## src/rtl/free_list_pkg.sv

```systemverilog
// Shared types and sizing for the PRN free list, plus a popcount helper reused by ROB/map table.
package free_list_pkg;

    localparam int unsigned PRF       = 64;
    localparam int unsigned ARCH_REGS = 32;
    localparam int unsigned WAYS      = 2;
    localparam int unsigned FL_DEPTH  = PRF - ARCH_REGS;

    localparam int unsigned PRN_W  = $clog2(PRF);
    localparam int unsigned PTR_W  = $clog2(FL_DEPTH);
    localparam int unsigned CNT_W  = $clog2(FL_DEPTH) + 1;
    localparam int unsigned WCNT_W = $clog2(WAYS + 1);

    typedef logic [PRN_W-1:0]  prn_t;
    typedef logic [PTR_W-1:0]  fl_ptr_t;
    typedef logic [CNT_W-1:0]  fl_cnt_t;
    typedef logic [WCNT_W-1:0] way_cnt_t;

    localparam fl_cnt_t FL_FULL = fl_cnt_t'(FL_DEPTH);

    function automatic way_cnt_t popcount(input logic [WAYS-1:0] v);
        way_cnt_t c;
        c = '0;
        for (int i = 0; i < WAYS; i++) c = c + way_cnt_t'(v[i]);
        return c;
    endfunction

endpackage

```

## src/rtl/free_list_if.sv

```systemverilog
// Dispatch/retire bus of the free list; debug observation signals exist only with FREE_LIST_DEBUG_EN.
interface free_list_if;
    import free_list_pkg::*;

    logic [WAYS-1:0]  alloc_en;
    prn_t [WAYS-1:0]  alloc_prn;
    logic [WAYS-1:0]  alloc_grant;
    fl_cnt_t          num_free;
    logic [WAYS-1:0]  retire_en;
    prn_t [WAYS-1:0]  retire_told_prn;
    logic             nuke;
`ifdef FREE_LIST_DEBUG_EN
    fl_ptr_t          head_out;
    fl_ptr_t          tail_out;
    fl_ptr_t          arch_head_out;
    logic             fl_error;

    modport master (output alloc_en, retire_en, retire_told_prn, nuke,
                    input  alloc_prn, alloc_grant, num_free,
                           head_out, tail_out, arch_head_out, fl_error);
    modport slave  (input  alloc_en, retire_en, retire_told_prn, nuke,
                    output alloc_prn, alloc_grant, num_free,
                           head_out, tail_out, arch_head_out, fl_error);
`else
    modport master (output alloc_en, retire_en, retire_told_prn, nuke,
                    input  alloc_prn, alloc_grant, num_free);
    modport slave  (input  alloc_en, retire_en, retire_told_prn, nuke,
                    output alloc_prn, alloc_grant, num_free);
`endif

endinterface

```

## src/rtl/free_list.sv

```systemverilog
// Circular PRN free list with speculative head, retirement head and nuke rollback.
// Optional debug ports/assertions under FREE_LIST_DEBUG_EN.
module free_list
    import free_list_pkg::*;
(
    input  logic       clock,
    input  logic       reset,
    free_list_if.slave fl
);

    prn_t     r_entries [FL_DEPTH];
    fl_ptr_t  r_head;
    fl_ptr_t  r_arch_head;
    fl_ptr_t  r_tail;
    fl_cnt_t  r_count;

    logic [WAYS-1:0] w_grant;
    logic [WAYS-1:0] w_free_ok;
    fl_ptr_t         w_wr_idx [WAYS];
    way_cnt_t        w_n_alloc;
    way_cnt_t        w_n_free;

    // Compacting allocation: each granted way consumes the next entry from head.
    always_comb begin
        fl_cnt_t w_k;
        w_k       = '0;
        w_grant   = '0;
        fl.alloc_prn = '0;
        for (int i = 0; i < WAYS; i++) begin
            fl.alloc_prn[i] = r_entries[r_head + fl_ptr_t'(w_k)];
            w_grant[i]      = fl.alloc_en[i] & ~reset & ~fl.nuke & (r_count > w_k);
            w_k             = w_k + fl_cnt_t'(w_grant[i]);
        end
    end

    // Frees pack in slot order at tail; a free into a full list is dropped.
    always_comb begin
        fl_cnt_t w_f;
        w_f       = '0;
        w_free_ok = '0;
        for (int i = 0; i < WAYS; i++) begin
            w_wr_idx[i]  = r_tail + fl_ptr_t'(w_f);
            w_free_ok[i] = fl.retire_en[i] & ((r_count + w_f) < FL_FULL);
            w_f          = w_f + fl_cnt_t'(w_free_ok[i]);
        end
    end

    assign w_n_alloc      = popcount(w_grant);
    assign w_n_free       = popcount(w_free_ok);
    assign fl.alloc_grant = w_grant;
    assign fl.num_free    = r_count;

    always_ff @(posedge clock) begin
        if (reset) begin
            for (int i = 0; i < FL_DEPTH; i++) r_entries[i] <= prn_t'(ARCH_REGS + i);
            r_head      <= '0;
            r_arch_head <= '0;
            r_tail      <= '0;
            r_count     <= FL_FULL;
        end else begin
            for (int i = 0; i < WAYS; i++)
                if (w_free_ok[i]) r_entries[w_wr_idx[i]] <= fl.retire_told_prn[i];
            r_tail      <= r_tail + fl_ptr_t'(w_n_free);
            r_arch_head <= r_arch_head + fl_ptr_t'(w_n_free);
            // Rollback: everything past the retirement point becomes free again.
            if (fl.nuke) begin
                r_head  <= r_arch_head + fl_ptr_t'(w_n_free);
                r_count <= FL_FULL;
            end else begin
                r_head  <= r_head + fl_ptr_t'(w_n_alloc);
                r_count <= r_count - fl_cnt_t'(w_n_alloc) + fl_cnt_t'(w_n_free);
            end
        end
    end

`ifdef FREE_LIST_DEBUG_EN
    logic r_fl_error;
    logic r_reset_win;
    logic w_err;

    // Reset window lasts until the first PRN is handed out; no arch PRN can be stale before that.
    always_comb begin
        w_err = |(fl.retire_en & ~w_free_ok);
        for (int i = 0; i < WAYS; i++)
            if (r_reset_win && fl.retire_en[i] && (fl.retire_told_prn[i] < prn_t'(ARCH_REGS)))
                w_err = 1'b1;
    end

    always_ff @(posedge clock) begin
        if (reset) begin
            r_fl_error  <= 1'b0;
            r_reset_win <= 1'b1;
        end else begin
            if (w_err)    r_fl_error  <= 1'b1;
            if (|w_grant) r_reset_win <= 1'b0;
        end
    end

    assign fl.head_out      = r_head;
    assign fl.tail_out      = r_tail;
    assign fl.arch_head_out = r_arch_head;
    assign fl.fl_error      = r_fl_error;

    a_count_max: assert property (@(posedge clock) disable iff (reset) r_count <= FL_FULL);
`endif

endmodule

```

## src/flat_wrapper.sv

```systemverilog
// flat-port wrapper written by rule: the top's interface ports become plain ports
module free_list_flat import free_list_pkg::*;
  (clock, reset, fl_alloc_en, fl_retire_en, fl_retire_told_prn, fl_nuke, fl_alloc_prn, fl_alloc_grant, fl_num_free);
  free_list_if fl_i ();
  input  logic clock;
  input  logic reset;
  input wire logic [$bits(fl_i.alloc_en)-1:0] fl_alloc_en;
  input wire logic [$bits(fl_i.retire_en)-1:0] fl_retire_en;
  input wire logic [$bits(fl_i.retire_told_prn)-1:0] fl_retire_told_prn;
  input wire logic [$bits(fl_i.nuke)-1:0] fl_nuke;
  output wire logic [$bits(fl_i.alloc_prn)-1:0] fl_alloc_prn;
  output wire logic [$bits(fl_i.alloc_grant)-1:0] fl_alloc_grant;
  output wire logic [$bits(fl_i.num_free)-1:0] fl_num_free;
  assign fl_i.alloc_en = fl_alloc_en;
  assign fl_i.retire_en = fl_retire_en;
  assign fl_i.retire_told_prn = fl_retire_told_prn;
  assign fl_i.nuke = fl_nuke;
  assign fl_alloc_prn = fl_i.alloc_prn;
  assign fl_alloc_grant = fl_i.alloc_grant;
  assign fl_num_free = fl_i.num_free;
  free_list u_core (.clock(clock), .reset(reset), .fl(fl_i));
endmodule
```

## config.mk

```make
export PLATFORM = sky130hd
export DESIGN_NAME = free_list_flat
export DESIGN_NICKNAME = d
export VERILOG_FILES = /design/src/rtl/free_list_pkg.sv /design/src/rtl/free_list_if.sv /design/src/rtl/free_list.sv /design/src/flat_wrapper.sv
export SDC_FILE = /design/constraint.sdc
export NUM_CORES = 1
export LEC_CHECK = 0
export CAP_MARGIN = 30
export CORE_ASPECT_RATIO = 0.6
export CORE_MARGIN = 5
export CORE_UTILIZATION = 45
export CTS_BUF_LIST = sky130_fd_sc_hd__clkbuf_4
export DETAILED_ROUTE_END_ITERATION = 6
export GPL_ROUTABILITY_DRIVEN = 0
export GPL_TIMING_DRIVEN = 0
export PLACE_DENSITY = 0.57
export REMOVE_ABC_BUFFERS = 1
export SETUP_SLACK_MARGIN = 0.15
export SKIP_LAST_GASP = 1
export SYNTH_ARGS = -nofsm -noshare
export SYNTH_HDL_FRONTEND = slang
export SYNTH_SLANG_ARGS = --single-unit
```

## constraint.sdc

```tcl
create_clock -name clock -period 11.2 [get_ports clock]
set_clock_uncertainty 0.1 [all_clocks]
set_input_delay 3.36 -clock clock [delete_from_list [all_inputs] [get_ports clock]]
set_output_delay 3.36 -clock clock [all_outputs]
set_load 0.005 [all_outputs]
```

# Word-level counts from Yosys, hierarchy flattened
# Memories as Yosys holds them, arrays and structs flattened. A register that Yosys moved wholly into a read port is not among the register bits.
# Index checks and enable logic that the tools add are counted.
dict set report classes {
  add_sub_neg 10
  order_cmp 4
  muxes 16
  n_bitwise 10
  reduce_logical 3
}
# operator count
set ops {}
lappend ops {{5-bit 2-to-1 mux} 4}
lappend ops {{5-bit by 2-bit adder with 5-bit output} 3}
lappend ops {{6-bit < comparator, second input constant} 2}
lappend ops {{6-bit 2-to-1 mux} 2}
lappend ops {{6-bit OR reduction} 2}
lappend ops {{5-bit by 1-bit adder with 5-bit output} 2}
lappend ops {{1-bit 2-to-1 mux} 10}
lappend ops {{1-bit AND} 8}
lappend ops {{6-bit by 1-bit adder with 6-bit output} 1}
lappend ops {{6-bit by 2-bit adder with 6-bit output} 1}
lappend ops {{6-bit by 1-bit greater-than comparator with 1-bit output} 1}
lappend ops {{6-bit by 1-bit greater-than comparator with 1-bit output, second input constant} 1}
lappend ops {{6-bit by 2-bit subtractor with 6-bit output} 1}
lappend ops {{1-bit by 1-bit adder with 2-bit output} 2}
lappend ops {{1-bit inverter} 2}
lappend ops {{2-bit OR reduction} 1}
dict set report totals {
  reg_bits 21
  ramBits 192
  input_bits 19
  output_inout_bits 20
  elab_cells 48
  n_memories 1
}
# name words width rd rd_ports_with_merged_regs wr line
set memory_table {}
lappend memory_table {u_core.r_entries 32 6 2 1 32 free_list.sv:11} ;# prn_t r_entries [FL_DEPTH];

# Depth between registers and ports, before layout
# Gate-level depths: netlist of the first run.
dict set report depth {
  depth_word 10
  depth_mapped 20
  ltp_nobuf 19
}

# Worst setup path after synthesis of the first run
# Ideal clock, no wire load.
dict set report synth_path {
  path_kind {in2out}
  start {input fl_nuke}
  end {output fl_alloc_prn[10]}
  arrival_time_ps 5985
  t_required_ps 7740
  slack_ps 1755
  cell_stages 12
  n_path_buf 4
  path_cell_list {clkbuf_1 nor2_1 clkbuf_1 nand2_1 a31oi_1 ha_1 ha_1 xor2_2 buf_4 buf_6 mux2i_1 a221oi_1}
}
dict set report synth_between {
  elab_chain_len 5
}
# element line
set synth_rtl {}
lappend synth_rtl {{start, declared} flat_wrapper.sv:10} ;# input wire logic [$bits(fl_i.nuke)-1:0] fl_nuke;
lappend synth_rtl {{1-bit inverter} free_list.sv:31} ;# w_grant[i] = fl.alloc_en[i] & ~reset & ~fl.nuke & (r_count > w_k);
lappend synth_rtl {{1-bit AND (2 in a row)} free_list.sv:31}
lappend synth_rtl {{net fl_alloc_grant[0]} flat_wrapper.sv:12} ;# output wire logic [$bits(fl_i.alloc_grant)-1:0] fl_alloc_grant;
lappend synth_rtl {{5-bit by 1-bit adder with 5-bit output} free_list.sv:30} ;# fl.alloc_prn[i] = r_entries[r_head + fl_ptr_t'(w_k)];
lappend synth_rtl {{memory 32 x 6 bit} --}
lappend synth_rtl {{end, declared} flat_wrapper.sv:11} ;# output wire logic [$bits(fl_i.alloc_prn)-1:0] fl_alloc_prn;
# The timed path passes the listed nets, and every way through them passes these cells.

# Worst setup path in the final report of the first run
dict set report layout_path {
  start {input fl_nuke}
  end {output fl_alloc_prn[6]}
}
dict set report layout_between {
  elab_chain_len 5
}
# element line
set layout_rtl {}
lappend layout_rtl {{1-bit inverter} free_list.sv:31}
lappend layout_rtl {{1-bit AND (2 in a row)} free_list.sv:31}
lappend layout_rtl {{5-bit by 1-bit adder with 5-bit output} free_list.sv:30}
lappend layout_rtl {{memory 32 x 6 bit} --}
# Every way passes these cells.

==> out/results.ini, run 1 <==
[job]
cap_violations = 0

[worst_setup_path]
crit_path_max_incr_delay_ns = 0.65
timing.rr.end = u_core.fl.num_free[4]$_SDFF_PP0_
arrival_ns = 7.45
crit_family = buffers and inverters
cp_max_fo = 25
reg2reg_from = u_core.fl.num_free[5]$_SDFF_PP1_
worstSetupStartpointType = primary input
cp_cell_sequence = clkdlybuf4s50_1 -> nor2_4 -> nand2_1 -> a31oi_2 -> ha_4 -> ha_4 -> buf_12 -> mux4_2 -> mux2_2 -> o22ai_1 -> a221oi_1 -> clkdlybuf4s50_1
cp.required_ns = 7.74
r2r_setup_slack_ns = 7.15
path_buf_inv = 3
r2r_cells = 18
crit_path_top_delay_cell = clkdlybuf4s50_1
crit_type = primary input to primary output
cp-end-kind = primary output

[grt]
grt_usage_pct = 27.70
overflow = 0
grt_pass1_wl_um = 72550
antenna_found_initial = 0
grt_max_degree = 49
grt_pass1_vias = 10879

[drt]
via_count = 11334
routed_via_density = 6.510
ant_nets = 0
drt-total-wl_um = 49470
drt_iter0_drc = 1759
dr.pass1.iters = 5
drc = 0
routedWlPerCell_um = 28.41

[yosys]
synth_area_leaders = edfxtp_1, mux4_2, mux2i_1, nand2_1, mux2_2
synth_seq_cells = 213
syn_area_um2 = 14330
synth_edf_count = 192
synth_flop_cell = edfxtp_1
post_synth_num_cell_types = 68
synth_top_area_cell = edfxtp_1
ys_top_cells_by_count = edfxtp_1, mux2i_1, nand2_1, nor2_1, mux4_2
async_flop_share_pct = 0
yosys_warnings = 0
seq_area_frac_synth_pct = 43.16
netlist.area_leader.share_pct = 40.23
syn_inst = 1267
yosysMostFrequentCell = edfxtp_1
synth.avg_cell_area_um2 = 11.31

[worst_hold_path]
hold_depth = 2
min_path_type = register to register
worstHoldStart = u_core.r_arch_head[4]$_SDFF_PP0_
min_to = u_core.r_arch_head[4]$_SDFF_PP0_

[power_and_ir_drop]
peakVddDrop_uv = 91.42
powerDensity_nw_per_um2 = 145.4
leakagePower_uw = 0.004844

[cells_and_area]
syn2layout_area_growth_pct = 10.86
nets = 1326
antenna_cells = 0
final_cells = 1741
drive_above_1_share_pct = 21.21

[sta]
hold_viol = 0
period_needed_ns = 10.91
tightest_slew_ns = 1.124
slew_headroom_pct = 24.79
hold_slack_ns = 0.4127
rsz0062_at_grt = false
setup_viol = 0
fmax_ghz = 0.09162
period_share_pct = 97.45
drv_slew = 0

[clock_tree]
clkTransAtPathRegs_ns = 0.06
cts_buffers = 54
cts_tree = done
cts-root-buf = clkbuf_4
clock-sinks = 213
clock_latency_ns = 0.77
cts_max_path_buffers = 3
htreeDepth = 2

[run_status]
status = finished clean

[placed_design]
hpwl_um = 34880
placed_cells = 1635
numPortBuffers = 38

[floorplanning]
core_area_um2 = 31280
dieWidth_um = 240.4
io_pins = 39
initial_utilization_pct = 45.82
fp.dieH_um = 148.2
num_rows = 50
die_area_um2 = 35640

flip-flops by register name (all words and copies together) (netlist names):
signal and count:
u_core.r_head 5, u_core.r_tail 5, u_core.fl.num_free 6, u_core.r_entries 192, u_core.r_arch_head 5
metal layers:
layer	wire, µm	GRT usage (%)	share of wire (%)
met4	1358	7.398	2.7
met2	19300	36.29	39
met5	0	0	0
met1	21530	44.17	44
met3	7274	8.043	15
cell usage in the layout (no fill, tap or decap), drive strengths merged, types with 21 or more instances in the layout:
master / Yosys / layout
clkbuf: 50 / 86
nand2: 149 / 149
dfxtp: 21 / 21
mux4: 78 / 78
a21oi: 42 / 42
edfxtp: 192 / 192
buf: 52 / 24
nand3: 38 / 38
clkinv: 8 / 22
nor3: 41 / 41
o21ai: 24 / 24
mux2i: 161 / 161
nor2: 131 / 131
ha: 23 / 23
inv: 27 / 29
clkdlybuf4s50: 0 / 33
mux2: 45 / 45
power breakdown:
| group | total, µW | internal, µW | leakage [µW] | switching, µW |
|---|---|---|---|---|
| clock | 731 | 368 | 0.000443 | 363 |
| sequential | 943 | 891 | 0.00176 | 52.0 |
| combinational | 636 | 301 | 0.00264 | 335 |
per-stage QoR:
step	setup slack [ns]	util [%]	total power, µW	TNS (ns)	instance area (µm²)
floorplan	0.6887	-	1351	0	13820
global placement	-3.916	47.06	1587	-23.87	14720
detailed placement	-0.3558	48.20	1584	-1.932	15080
CTS	0.1616	50.60	2305	0	15830
global route	0.1682	50.80	2403	0	15890
finish	0.2851	50.80	2310	0	15890
how the worst max path moves through the flow:
| stage | startpoint | endpoint | slack [ns] | cells past startpoint |
|---|---|---|---|---|
| 2_1_floorplan | reset | fl_alloc_prn[11] | 0.69 | 8 |
| 3_3_place_gp | reset | fl_alloc_prn[10] | -3.92 | 10 |
| 3_5_place_dp | fl_nuke | fl_alloc_prn[10] | -0.36 | 12 |
| 4_1_cts | fl_nuke | fl_alloc_prn[10] | 0.16 | 11 |
| 5_1_grt | fl_nuke | fl_alloc_prn[10] | 0.17 | 12 |
| 6_report | fl_nuke | fl_alloc_prn[6] | 0.29 | 12 |
area by class of cell:
cell class / instances / area, µm²
Timing Repair Buffer: 58 / 754.5
Clock inverter: 17 / 93.84
Multi-Input combinational cell: 917 / 7560
Inverter: 35 / 131.4
Fill cell: 2820 / 15390
Sequential cell: 213 / 6191
Tap cell: 416 / 520.5
Clock buffer: 85 / 638.1
kinds of logic (layout without fill, tap and decap cells):
kind of cell / after synthesis / count (layout) / synth area share (%)
adders and majority gates: 28 / 28 / 2.706
AOI/OAI and AO/OA: 153 / 153 / 7.255
buffers and inverters: 137 / 195 / 4.487
muxes: 284 / 284 / 27.09
xor gates and xnor gates: 11 / 11 / 0.7246
and+or+nand+nor: 441 / 441 / 14.58
DFF: 213 / 213 / 43.16
repair_timing:
action	CTS	global route
hold buffers	0	0
gates cloned	0	0
buffers inserted	0	1
pin swaps	0	1
gates resized for setup	3	1
setup endpoints to repair	6	6
worst register-to-register path: stages (launching register included):
cell and delay [ns]:
dfxtp_1 0.57, inv_1 0.11, ha_1 0.24, a31oi_2 0.38, ha_1 0.31, nand3_1 0.07
nand3_1 0.07, a21oi_1 0.24, ha_1 0.30, ha_1 0.28, inv_1 0.06, ha_1 0.16
inv_1 0.06, fa_1 0.46, inv_1 0.07, a21oi_1 0.05, o21bai_1 0.18, xnor2_1 0.14
nor3_1 0.06
Note: power is estimated with default switching activity, not from simulation.
==> run 2: changes to the inputs <==
CTS_CLUSTER_SIZE = 20   (was unset)
TNS_END_PERCENT = 30   (was unset)
==> results of run 2 <==
Final layout, timing and power as in run 1 (identical DEF).
